--- src/rtl/bus_ready_pkg.sv ---
// Shared types and widths for the bus ready controller and its helpers.
package bus_ready_pkg;

    localparam int WAIT_COUNT_WIDTH = 4;
    localparam int TIMEOUT_WIDTH    = 8;

    typedef enum logic [1:0] {
        IDLE = 2'd0,
        WAIT = 2'd1,
        HOLD = 2'd2
    } ready_state_t;

endpackage

--- src/rtl/bus_ready_controller_if.sv ---
// Arbiter-side command strobes in, ready handshakes out.
interface bus_ready_controller_if;

    logic io_read_n;
    logic io_write_n;
    logic memory_read_n;
    logic memory_write_n;
    logic address_enable_n;
    logic dma_wait_n;
    logic io_channel_ready;
    logic processor_ready;
    logic dma_ready;
    logic bus_timeout;

    modport master (
        output io_read_n, io_write_n, memory_read_n, memory_write_n,
        output address_enable_n, dma_wait_n, io_channel_ready,
        input  processor_ready, dma_ready, bus_timeout
    );

    modport slave (
        input  io_read_n, io_write_n, memory_read_n, memory_write_n,
        input  address_enable_n, dma_wait_n, io_channel_ready,
        output processor_ready, dma_ready, bus_timeout
    );

endinterface

--- src/rtl/bus_ready_controller_sync.sv ---
// Two-flop synchronizer for slot-level ready inputs; resets to "ready".
module ready_synchronizer (
    input  logic clk_i,
    input  logic rst_ni,
    input  logic d_i,
    output logic q_o
);

    logic meta_q;
    logic sync_q;

    always_ff @(posedge clk_i) begin
        if (!rst_ni) begin
            meta_q <= 1'b1;
            sync_q <= 1'b1;
        end else begin
            meta_q <= d_i;
            sync_q <= meta_q;
        end
    end

    assign q_o = sync_q;

endmodule

--- src/rtl/bus_ready_controller.sv ---
// Wait-state / ready generator for CPU and DMA bus cycles.
// Optional forced release after a stuck WAIT: define READY_TIMEOUT_EN.
module bus_ready_controller
    import bus_ready_pkg::*;
#(
    parameter int unsigned IO_WAIT_STATES  = 1,
    parameter int unsigned MEM_WAIT_STATES = 0,
    parameter int unsigned TIMEOUT_CYCLES  = 255
) (
    input logic                   clock,
    input logic                   reset_n,
    bus_ready_controller_if.slave bus
);

    localparam logic [WAIT_COUNT_WIDTH-1:0] IO_LOAD  = WAIT_COUNT_WIDTH'(IO_WAIT_STATES);
    localparam logic [WAIT_COUNT_WIDTH-1:0] MEM_LOAD = WAIT_COUNT_WIDTH'(MEM_WAIT_STATES);
    localparam logic [WAIT_COUNT_WIDTH-1:0] CNT_ONE  = WAIT_COUNT_WIDTH'(1);

    if (IO_WAIT_STATES > 15 || MEM_WAIT_STATES > 15 ||
        TIMEOUT_CYCLES == 0 || TIMEOUT_CYCLES > 255) begin : g_bad_param
        $error("bus_ready_controller: parameter out of range");
    end

    logic                        cmd_active;
    logic                        cmd_io;
    logic                        start;
    logic                        chan_rdy;
    logic [WAIT_COUNT_WIDTH-1:0] load_n;
    ready_state_t                state_q, state_d;
    logic [WAIT_COUNT_WIDTH-1:0] cnt_q, cnt_d;
    logic                        ready_q, ready_d;
    logic                        cmd_prev_q;
    logic                        proc_rdy_q, dma_rdy_q;
    logic                        tmo_fire, tmo_hit, tmo_pulse_q;

    assign cmd_active = ~(bus.io_read_n & bus.io_write_n & bus.memory_read_n & bus.memory_write_n);
    assign cmd_io     = ~(bus.io_read_n & bus.io_write_n);
    assign start      = cmd_active & ~cmd_prev_q;
    assign load_n     = cmd_io ? IO_LOAD : MEM_LOAD;

    ready_synchronizer u_chan_sync (
        .clk_i  (clock),
        .rst_ni (reset_n),
        .d_i    (bus.io_channel_ready),
        .q_o    (chan_rdy)
    );

`ifdef READY_TIMEOUT_EN
    localparam logic [TIMEOUT_WIDTH-1:0] TMO_LAST = TIMEOUT_WIDTH'(TIMEOUT_CYCLES - 1);
    logic [TIMEOUT_WIDTH-1:0] tmo_cnt_q, tmo_cnt_d;

    // tmo_cnt_q counts completed WAIT cycles, so the last one is TIMEOUT_CYCLES-1
    assign tmo_fire = (state_q == WAIT) && (tmo_cnt_q == TMO_LAST);

    always_comb begin
        tmo_cnt_d = tmo_cnt_q;
        if (state_q == IDLE && start)
            tmo_cnt_d = '0;
        else if (state_q == WAIT)
            tmo_cnt_d = tmo_cnt_q + 1'b1;
    end

    always_ff @(posedge clock) begin
        if (!reset_n) tmo_cnt_q <= '0;
        else          tmo_cnt_q <= tmo_cnt_d;
    end
`else
    assign tmo_fire = 1'b0;
`endif

    always_comb begin
        state_d = state_q;
        cnt_d   = cnt_q;
        ready_d = ready_q;
        tmo_hit = 1'b0;
        unique case (state_q)
            IDLE: begin
                ready_d = 1'b1;
                if (start) begin
                    if (load_n == '0 && chan_rdy) begin
                        state_d = HOLD;
                    end else begin
                        state_d = WAIT;
                        cnt_d   = load_n;
                        ready_d = 1'b0;
                    end
                end
            end
            WAIT: begin
                if (!cmd_active) begin
                    state_d = IDLE;
                    cnt_d   = '0;
                    ready_d = 1'b1;
                end else if (cnt_q <= CNT_ONE && chan_rdy) begin
                    state_d = HOLD;
                    cnt_d   = '0;
                    ready_d = 1'b1;
                end else if (tmo_fire) begin
                    state_d = HOLD;
                    cnt_d   = '0;
                    ready_d = 1'b1;
                    tmo_hit = 1'b1;
                end else if (cnt_q > CNT_ONE) begin
                    cnt_d = cnt_q - CNT_ONE;
                end else begin
                    cnt_d = '0;
                end
            end
            HOLD: begin
                ready_d = 1'b1;
                if (!cmd_active) state_d = IDLE;
            end
            default: begin
                state_d = IDLE;
                ready_d = 1'b1;
            end
        endcase
    end

    always_ff @(posedge clock) begin
        if (!reset_n) begin
            state_q     <= IDLE;
            cnt_q       <= '0;
            ready_q     <= 1'b1;
            cmd_prev_q  <= 1'b0;
            proc_rdy_q  <= 1'b1;
            dma_rdy_q   <= 1'b1;
            tmo_pulse_q <= 1'b0;
        end else begin
            state_q     <= state_d;
            cnt_q       <= cnt_d;
            ready_q     <= ready_d;
            cmd_prev_q  <= cmd_active;
            // ownership only steers which requester sees the wait
            proc_rdy_q  <= bus.dma_wait_n & (bus.address_enable_n | ready_d);
            dma_rdy_q   <= ~bus.address_enable_n | ready_d;
            tmo_pulse_q <= tmo_hit;
        end
    end

    assign bus.processor_ready = proc_rdy_q;
    assign bus.dma_ready       = dma_rdy_q;
    assign bus.bus_timeout     = tmo_pulse_q;

endmodule

--- src/flat_wrapper.sv ---
// flat-port wrapper written by rule: the top's interface ports become plain ports
module bus_ready_controller_flat import bus_ready_pkg::*;
#(
    parameter int unsigned IO_WAIT_STATES  = 1,
    parameter int unsigned MEM_WAIT_STATES = 0,
    parameter int unsigned TIMEOUT_CYCLES  = 255
)
  (clock, reset_n, bus_io_read_n, bus_io_write_n, bus_memory_read_n, bus_memory_write_n, bus_address_enable_n, bus_dma_wait_n, bus_io_channel_ready, bus_processor_ready, bus_dma_ready, bus_bus_timeout);
  bus_ready_controller_if bus_i ();
  input logic clock;
  input logic reset_n;
  input wire logic [$bits(bus_i.io_read_n)-1:0] bus_io_read_n;
  input wire logic [$bits(bus_i.io_write_n)-1:0] bus_io_write_n;
  input wire logic [$bits(bus_i.memory_read_n)-1:0] bus_memory_read_n;
  input wire logic [$bits(bus_i.memory_write_n)-1:0] bus_memory_write_n;
  input wire logic [$bits(bus_i.address_enable_n)-1:0] bus_address_enable_n;
  input wire logic [$bits(bus_i.dma_wait_n)-1:0] bus_dma_wait_n;
  input wire logic [$bits(bus_i.io_channel_ready)-1:0] bus_io_channel_ready;
  output wire logic [$bits(bus_i.processor_ready)-1:0] bus_processor_ready;
  output wire logic [$bits(bus_i.dma_ready)-1:0] bus_dma_ready;
  output wire logic [$bits(bus_i.bus_timeout)-1:0] bus_bus_timeout;
  assign bus_i.io_read_n = bus_io_read_n;
  assign bus_i.io_write_n = bus_io_write_n;
  assign bus_i.memory_read_n = bus_memory_read_n;
  assign bus_i.memory_write_n = bus_memory_write_n;
  assign bus_i.address_enable_n = bus_address_enable_n;
  assign bus_i.dma_wait_n = bus_dma_wait_n;
  assign bus_i.io_channel_ready = bus_io_channel_ready;
  assign bus_processor_ready = bus_i.processor_ready;
  assign bus_dma_ready = bus_i.dma_ready;
  assign bus_bus_timeout = bus_i.bus_timeout;
  bus_ready_controller #(.IO_WAIT_STATES(IO_WAIT_STATES), .MEM_WAIT_STATES(MEM_WAIT_STATES), .TIMEOUT_CYCLES(TIMEOUT_CYCLES)) u_core (.clock(clock), .reset_n(reset_n), .bus(bus_i));
endmodule
--- config.mk ---
export PLATFORM = sky130hd
export DESIGN_NAME = bus_ready_controller_flat
export DESIGN_NICKNAME = d
export VERILOG_FILES = /design/src/rtl/bus_ready_pkg.sv /design/src/rtl/bus_ready_controller_if.sv /design/src/rtl/bus_ready_controller_sync.sv /design/src/rtl/bus_ready_controller.sv /design/src/flat_wrapper.sv
export SDC_FILE = /design/constraint.sdc
export NUM_CORES = 1
export LEC_CHECK = 0
export BUFFER_PORTS_ARGS = -buffer_cell sky130_fd_sc_hd__buf_4
export CAP_MARGIN = 10
export CORE_AREA = 3 3 40 42
export CTS_BUF_LIST = sky130_fd_sc_hd__clkbuf_8
export DETAILED_ROUTE_END_ITERATION = 16
export DIE_AREA = 0 0 43 45
export MAX_ROUTING_LAYER = met4
export PLACE_DENSITY_LB_ADDON = 0.3
export SYNTH_ARGS = -nofsm -noshare
export SYNTH_HDL_FRONTEND = slang
export SYNTH_SLANG_ARGS = --single-unit
--- constraint.sdc ---
create_clock -name clock -period 1.94 [get_ports clock]
set_clock_uncertainty 0.15 [all_clocks]
set_input_delay 0.582 -clock clock [delete_from_list [all_inputs] [get_ports clock]]
set_output_delay 0.582 -clock clock [all_outputs]
set_load 0.05 [all_outputs]
Word-level counts from Yosys, hierarchy flattened
Index checks and enable logic that the tools add are counted.
{"block": "word_totals", "inputBits": 9, "mem_bits_rw": 0, "latch_bits": 0, "rom_bits": 0, "reg_bits": 12, "n_memories": 0}
{"block": "op_classes", "mul": 0, "bitwise_logic": 10, "div": 0, "n_addsub": 1, "magnitude_cmp": 2, "reduce_logical": 7, "n_shift": 0, "n_mux": 18, "n_eq_ne": 6}
{"operator": "$mux 4", "n": 5}
{"operator": "$mux 2", "n": 5}
{"operator": "$pmux 4 s2", "n": 1}
{"operator": "$pmux 2 s3", "n": 1}
{"operator": "$reduce_and 3->1", "n": 2}
{"operator": "$and 1x1->1", "n": 5}
{"operator": "$mux 1", "n": 5}
{"operator": "$gt 4x1->1 const B", "n": 1}
{"operator": "$le 4x1->1 const B", "n": 1}
{"operator": "$logic_not 4->1", "n": 1}
{"operator": "$ne 2x1->1 const B", "n": 2}
{"operator": "$sub 4x1->4 const B", "n": 1}
{"operator": "$ne 3x1->1 const B", "n": 1}
{"operator": "$not 1->1", "n": 3}
{"operator": "$eq 2x1->1 const B", "n": 1}
{"operator": "$eq 2x2->1 const B", "n": 1}
{"operator": "$logic_and 1x1->1", "n": 2}
{"operator": "$logic_not 2->1", "n": 1}
{"operator": "$ne 2x2->1 const B", "n": 1}
{"operator": "$or 1x1->1", "n": 2}
{"operator": "$pmux 1 s2", "n": 1}
{"operator": "$reduce_bool 2->1", "n": 1}

Longest topological paths before layout
Gate-level depths: netlist (run 1).
{"block": "logic_depth", "word_depth": 9, "mapped_depth": 6, "ltp_nobuf": 6}

Modules after synthesis
From an unflattened synthesis (run 1), not the netlist that was laid out.
{"block": "unflattened", "cells_unflattened": 61, "area_unflattened_um2": 586.8}
{"mod": "bus_ready_controller", "cells_each": 57, "area_per_inst_um2": 534.3, "seq_area_each_um2": 200.2, "n_inst": 1}
{"mod": "ready_synchronizer", "cells_each": 4, "area_per_inst_um2": 52.6, "seq_area_each_um2": 40.0, "n_inst": 1}

Worst setup path before layout (run 1)
No wires, ideal clock.
{"block": "synth_path", "path_type": "flip-flop to flip-flop", "startpoint": "register u_core.cnt_q[0]", "endpoint": "register u_core.proc_rdy_q (netlist: u_core.bus.processor_ready)", "path_buffers": 0, "required_time_ns": 1.660, "arrival_time_ns": 1.416, "path_stages_with_launch": 7, "path_slack_ns": 0.244, "cell_sequence": "dfxtp_1 -> inv_1 -> ha_1 -> or2_4 -> a311oi_2 -> o211ai_2 -> a2bb2oi_1"}
{"block": "synth_between", "elab_chain_cells": 7}
{"element": "from (decl)", "line_no": "bus_ready_controller.sv:30", "rtl": "logic [WAIT_COUNT_WIDTH-1:0] cnt_q, cnt_d;"}
{"element": "from (signal assigned)", "line_no": "bus_ready_controller.sv:131", "rtl": "cnt_q <= cnt_d;"}
{"element": "$le 4x1->1", "line_no": "bus_ready_controller.sv:94", "rtl": "end else if (cnt_q <= CNT_ONE && chan_rdy) begin"}
{"element": "$logic_and 1x1->1", "line_no": "bus_ready_controller.sv:94"}
{"element": "$mux 1", "line_no": "bus_ready_controller.sv:94"}
{"element": "$mux 1", "line_no": "bus_ready_controller.sv:90", "rtl": "if (!cmd_active) begin"}
{"element": "$pmux 1 s2", "line_no": "bus_ready_controller.sv:76", "rtl": "unique case (state_q)"}
{"element": "$or 1x1->1", "line_no": "bus_ready_controller.sv:135", "rtl": "proc_rdy_q <= bus.dma_wait_n & (bus.address_enable_n | ready_d);"}
{"element": "$and 1x1->1", "line_no": "bus_ready_controller.sv:135"}
{"element": "to (signal assigned)", "line_no": "bus_ready_controller.sv:135"}
{"element": "to (decl)", "line_no": "bus_ready_controller.sv:33", "rtl": "logic proc_rdy_q, dma_rdy_q;"}
Every way passes these cells.
A chain may end at the register's enable or synchronous reset.

Worst setup path after layout (run 1)
Ends and elaborated chain as after synthesis.

==> results of run 1 <==
[layout make-up]
cell class              count  area [um^2]
inverters                   5         18.8
fillers                   120          541
flip-flops and latches     12          240
multi-input cells          42          329
clock buffers               4         55.1
repair buffers             11         82.6
well taps                  15         18.8
[worst max path at each step]
stage                                 start                               endpoint  slack [ps]  depth (start not counted)
6_report       u_core.cnt_q[0]$_SDFFE_PN0P_  u_core.bus.processor_ready$_SDFF_PN1_         120                          6
5_1_grt        u_core.cnt_q[0]$_SDFFE_PN0P_  u_core.bus.processor_ready$_SDFF_PN1_          20                          6
4_1_cts        u_core.cnt_q[0]$_SDFFE_PN0P_           u_core.cnt_q[0]$_SDFFE_PN0P_         110                          6
3_5_place_dp   u_core.cnt_q[0]$_SDFFE_PN0P_           u_core.cnt_q[0]$_SDFFE_PN0P_         120                          6
3_3_place_gp   u_core.cnt_q[0]$_SDFFE_PN0P_  u_core.bus.processor_ready$_SDFF_PN1_         190                          6
2_1_floorplan  u_core.cnt_q[0]$_SDFFE_PN0P_  u_core.bus.processor_ready$_SDFF_PN1_         240                          6
[sequential cells by signal, indices dropped and copies added (netlist names)]
register	cells
u_core.cnt_q	4
u_core.state_q	2
u_core.bus.dma_ready	1
u_core.bus.processor_ready	1
u_core.cmd_prev_q	1
u_core.ready_q	1
u_core.u_chan_sync.meta_q	1
u_core.u_chan_sync.q_o	1
[power groups by stage]
stage                     combinational (W)  clock, W  sequential, W
after floorplan                   0.0000836         0       0.000300
after global placement             0.000132         0       0.000291
after detailed placement           0.000136         0       0.000292
after CTS                          0.000137  0.000283       0.000287
after global routing               0.000154  0.000292       0.000290
final                              0.000140  0.000278       0.000287
[logic make-up after synthesis]
kind of cell / count (synthesis) / synth area share
and+or+nand+nor: 22 / 0.239
adders and majority gates: 2 / 0.0423
buffers and inverters: 7 / 0.0507
AOI/OAI and AO/OA: 17 / 0.256
DFF: 12 / 0.406
other: 1 / 0.00634
[cells in the mapped netlist, types with 2 or more instances]
library cell	count
dfxtp_1	12
nand4_1	2
ha_1	2
nand3_1	2
nand4b_1	2
nand2_1	4
inv_1	5
nand2b_1	4
a21boi_1	2
[routing by layer]
metal / share of wire / vias to the layer above / routed length (um) / track usage
met1: 0.47 / 240 / 561 / 0.159
met5: 0 / - / 0 / -
li1: - / 254 / - / -
met2: 0.45 / 13 / 544 / 0.231
met4: 0.019 / 0 / 23 / 0.0723
met3: 0.062 / 2 / 75 / 0.0518
[worst max-delay path, stage by stage, from the launching register on]
cell       delay, ps
dfxtp_1          390
inv_1             80
ha_1             230
or2_4            280
a311oi_2         330
o211ai_2         120
a2bb2oi_1        130
[per-stage QoR]
stage	instances	hold slack [ps]	setup slack (ps)	power, W
after floorplan	61	236	244	0.000383
after global placement	85	242	191	0.000423
after detailed placement	85	246	117	0.000428
after CTS	89	257	105	0.000707
after global routing	89	283	19.7	0.000737
final	89	251	119	0.000706
==> run_results.csv, run 1 <==
group,metric,value,unit
sta,drv_slew,0,
route,drt_iter0_markers,10,
power,ir_drop,0.494,mV
synth,syn_area,592,um^2
power,p_leak,0.291,nW
worst_setup_path,reg2reg_slack,120,ps
synth,synth_cells,61,
clock_network,h-tree-depth,1,
cells_and_area,diodes,0,
worst_setup_path,cp-start-kind,"flop",
cells_and_area,drive_gt1_frac,0.284,
worst_setup_path,r2r_end,"u_core.bus.processor_ready$_SDFF_PN1_",
cells_and_area,final_core_util,0.579,
clock_network,cts_hold_buffers,0,
clock_network,post_cts_buffers,0,
route,viasPerCell,5.72,
sta,fin_crit_sh,0.938,
clock_network,clock_sinks,12,
cells_and_area,layout_commonest_cell,"dfxtp_1",
clock_network,path_clk_slew,50,ps
power,powerDensity,948,mW/mm^2
global_routing,antenna_found_initial,0,
worst_hold_path,hp-start,"u_core.u_chan_sync.meta_q$_SDFF_PN1_",
route,routed_wl,1.20,mm
synth,yosysWarnings,0,
placed_design,io_buffers,10,
global_routing,grt_pass1_vias,471,
synth,synth_nets,72,
clock_network,cts_buffers,3,
placed_design,gp_congestion,0.786,
route,antenna_left,0,
power,intPower,0.000512,W
clock_network,post_cts_resized,0,
synth,synth_area_leaders,"dfxtp_1 (41%), ha_1 (4.2%), nand2b_1 (4.2%), inv_1 (3.2%), nand4b_1 (3.0%)",
placed_design,place_area,682,um^2
synth,synthFlopType,"dfxtp_1",
power,clkPwrFrac,0.394,
clock_network,cts_root_buf,"clkbuf_8",
global_routing,grt_max_degree,14,
floorplan,die_h,45,um
worst_setup_path,cp_data_arrival_time,1810,ps
cells_and_area,area_delta_synth_final,25.8,%
floorplan,io_pins,12,
sta,hold_viol,0,
run,drv_cap,0,
clock_network,clock_latency,250,ps
floorplan,core_region_area,0.00128,mm^2
global_routing,grt_pass1_wl,1.96,mm
sta,rsz0062_at_grt,"false",
power,power_switching,0.000194,W
worst_setup_path,rr_startpoint,"u_core.cnt_q[0]$_SDFFE_PN0P_",
worst_hold_path,hold_depth,1,
floorplan,die_x,43,um
synth,yosysUniqueCellTypes,35,
route,first_pass_iters,4,
synth,avgSynthCellArea,9.70,um^2
worst_setup_path,crit_type,"flop to flop",
cells_and_area,layout_common_cells,"dfxtp_1 (12), buf_4 (11), inv_1 (5)",
route,wl_per_cell,13.5,um
power,swShare,0.275,
floorplan,start_util,0.461,
floorplan,num_rows,13,
synth,synth_seq_area_share,0.406,
global_routing,overflow,0,
cells_and_area,nNetsFinal,86,
power,pwr-share-comb,0.199,
sta,tns,0,ps
worst_setup_path,r2r_cells,6,
worst_setup_path,cp.required,1930,ps
worst_setup_path,crit_path_end_kind,"flop",
synth,synth-edff-count,0,
synth,synth_top_area_share,0.406,
sta,finalCriticalPeriod,1820,ps
synth,synth-async-reset-ratio,0,
route,drcViolationCount,0,
clock_network,clockBufferDepth,2,
route,vias,509,
floorplan,dieArea,0.00194,mm^2
worst_hold_path,min_to,"u_core.u_chan_sync.q_o$_SDFF_PN1_",
global_routing,grt_use_total,0.144,
synth,synth_seq_cells,12,
cells_and_area,finalInstanceArea,744,um^2
sta,setup_viol,0,
clock_network,cts_tree,"built",
worst_setup_path,path_max_fanout,5,
worst_hold_path,hold_path.class,"flop to flop",
power,seqPwrFrac,0.407,
sta,max_freq,0.549,GHz
status,status,"completed",
placed_design,place_hpwl,899,um
synth,synth_area_leader_cell,"dfxtp_1",
Note: power is estimated with default switching activity, not from simulation.
==> run 2: changes to the inputs <==
--- a/config.mk
+++ b/config.mk
@@ -5,12 +5,12 @@
 export SDC_FILE = /design/constraint.sdc
 export NUM_CORES = 1
 export LEC_CHECK = 0
-export BUFFER_PORTS_ARGS = -buffer_cell sky130_fd_sc_hd__buf_4
 export CAP_MARGIN = 10
 export CORE_AREA = 3 3 40 42
 export CTS_BUF_LIST = sky130_fd_sc_hd__clkbuf_8
 export DETAILED_ROUTE_END_ITERATION = 16
 export DIE_AREA = 0 0 43 45
+export DONT_BUFFER_PORTS = 1
 export MAX_ROUTING_LAYER = met4
 export PLACE_DENSITY_LB_ADDON = 0.3
 export SYNTH_ARGS = -nofsm -noshare
==> run 2 against run 1 <==
Die area is the same; fmax up 0.36%; combinational power is 24% lower; first-iteration DRC count decreased by 10%; register-to-register slack about the same; sequential power up 5%.
==> run_results.csv, run 2 (same netlist as run 1, synthesis figures left out) <==
group,metric,value,unit
status,status,"completed",
cells_and_area,diodes,0,
placed_design,io_buffers,0,
floorplan,dieArea,0.00194,mm^2
placed_design,gp_congestion,0.786,
route,drcViolationCount,0,
run,drv_cap,0,
route,wl_per_cell,13.7,um
clock_network,path_clk_slew,50,ps
global_routing,grt_max_degree,14,
clock_network,clock_sinks,12,
clock_network,h-tree-depth,1,
power,power_switching,0.000175,W
sta,drv_slew,0,
placed_design,place_ws,116,ps
sta,fin_crit_sh,0.935,
floorplan,num_rows,13,
power,ir_drop,0.775,mV
route,first_pass_iters,4,
global_routing,grt_use_total,0.140,
worst_setup_path,cp_data_arrival_time,1800,ps
placed_design,place_hpwl,812,um
clock_network,cts_root_buf,"clkbuf_8",
worst_hold_path,hold_path.class,"flop to flop",
cells_and_area,area_delta_synth_final,15.0,%
global_routing,antenna_found_initial,0,
floorplan,die_x,43,um
clock_network,cts_tree,"built",
clock_network,clockBufferDepth,2,
route,viasPerCell,5.94,
route,routed_wl,1.08,mm
route,antenna_left,0,
route,vias,469,
cells_and_area,largest_reg_flops,4,
cells_and_area,fin_cells,79,
worst_setup_path,crit_type,"flop to flop",
floorplan,io_pins,12,
cells_and_area,top_regs,"u_core.cnt_q (4), u_core.state_q (2)",
sta,finalCriticalPeriod,1810,ps
power,intPower,0.000498,W
placed_design,placedCellCount,75,
power,clkPwrFrac,0.395,
cells_and_area,nNetsFinal,76,
cells_and_area,drive_gt1_frac,0.172,
floorplan,start_util,0.461,
global_routing,grt_pass1_wl,1.91,mm
sta,hold_viol,0,
worst_setup_path,path_max_fanout,5,
cells_and_area,layout_commonest_cell,"dfxtp_1",
floorplan,core_region_area,0.00128,mm^2
sta,setup_slack,126,ps
sta,max_freq,0.551,GHz
worst_setup_path,crit_path_end_kind,"flop",
power,p_leak,0.244,nW
sta,hold_slack,256,ps
cells_and_area,regMostFlops,"u_core.cnt_q",
power,seqPwrFrac,0.447,
clock_network,post_cts_buffers,0,
global_routing,grt_pass1_vias,455,
power,powerDensity,989,mW/mm^2
sta,tns,0,ps
worst_setup_path,cp.required,1920,ps
worst_setup_path,reg2reg_slack,130,ps
sta,setup_viol,0,
power,swShare,0.261,
floorplan,die_h,45,um
cells_and_area,final_core_util,0.530,
clock_network,clock_latency,240,ps
clock_network,cts_buffers,3,
cells_and_area,fillerInstances,130,
power,pwr-share-comb,0.158,
worst_setup_path,cp-start-kind,"flop",
route,drt_iter0_markers,9,
cells_and_area,layout_common_cells,"dfxtp_1 (12), inv_1 (5), nand2b_1 (4), nand2_1 (4), clkbuf_8 (4)",
global_routing,overflow,0,
## run 2: changes by cell type in the layout (fill, tap and decap cells not counted), sizes merged
cell,previous run,this run
buf,11,1
## run 2: repair_timing
item / 4_1_cts / 5_1_grt
hold buffers: 0 / 0
resized for setup: 0 / 2
endpoints found under the setup margin: 0 / 4
## run 2: layout make-up
type                    instances  area, um^2  share of cell area
well taps                      15        18.8              0.0276
inverters                       5        18.8              0.0276
flip-flops and latches         12         240               0.353
clock buffers                   4        55.1              0.0809
repair buffers                  1        7.51              0.0110
multi-input cells              42         340               0.500
## run 2: critical path, stage by stage (launching register included)
cell       delay (ps)
dfxtp_1           400
inv_1              80
ha_1              230
or2_4             290
a311oi_4          320
o211ai_2          110
a2bb2oi_1         130
## run 2: power groups by stage
stage                     clock, W  combinational [W]  sequential, W
final                     0.000266           0.000106       0.000301
after detailed placement         0          0.0000981       0.000305
after global routing      0.000286           0.000120       0.000303
after CTS                 0.000276          0.0000990       0.000300
after global placement           0          0.0000967       0.000304
after floorplan                  0          0.0000836       0.000300
## run 2: final timing paths
path / from / endpoint / depth (start not counted)
min: u_core.u_chan_sync.meta_q$_SDFF_PN1_ / u_core.u_chan_sync.q_o$_SDFF_PN1_ / 1
min reg2reg: u_core.u_chan_sync.meta_q$_SDFF_PN1_ / u_core.u_chan_sync.q_o$_SDFF_PN1_ / 1
max reg2reg: u_core.cnt_q[0]$_SDFFE_PN0P_ / u_core.bus.processor_ready$_SDFF_PN1_ / 6
max: u_core.cnt_q[0]$_SDFFE_PN0P_ / u_core.bus.processor_ready$_SDFF_PN1_ / 6
## run 2: routing by layer
metal	global-route usage	wire [um]	share of wire	vias up
met1	0.147	476	0.44	221
li1	-	-	-	234
met5	-	0	0	-
met2	0.228	527	0.49	12
met3	0.0797	67	0.062	2
met4	0.0361	8	0.0074	0
## run 2: through the flow
| stage | total power [W] | instance area (um^2) |
|---|---|---|
| after floorplan | 0.000383 | 592 |
| after global placement | 0.000401 | 607 |
| after detailed placement | 0.000403 | 607 |
| after CTS | 0.000674 | 662 |
| after global routing | 0.000709 | 681 |
| final | 0.000673 | 681 |
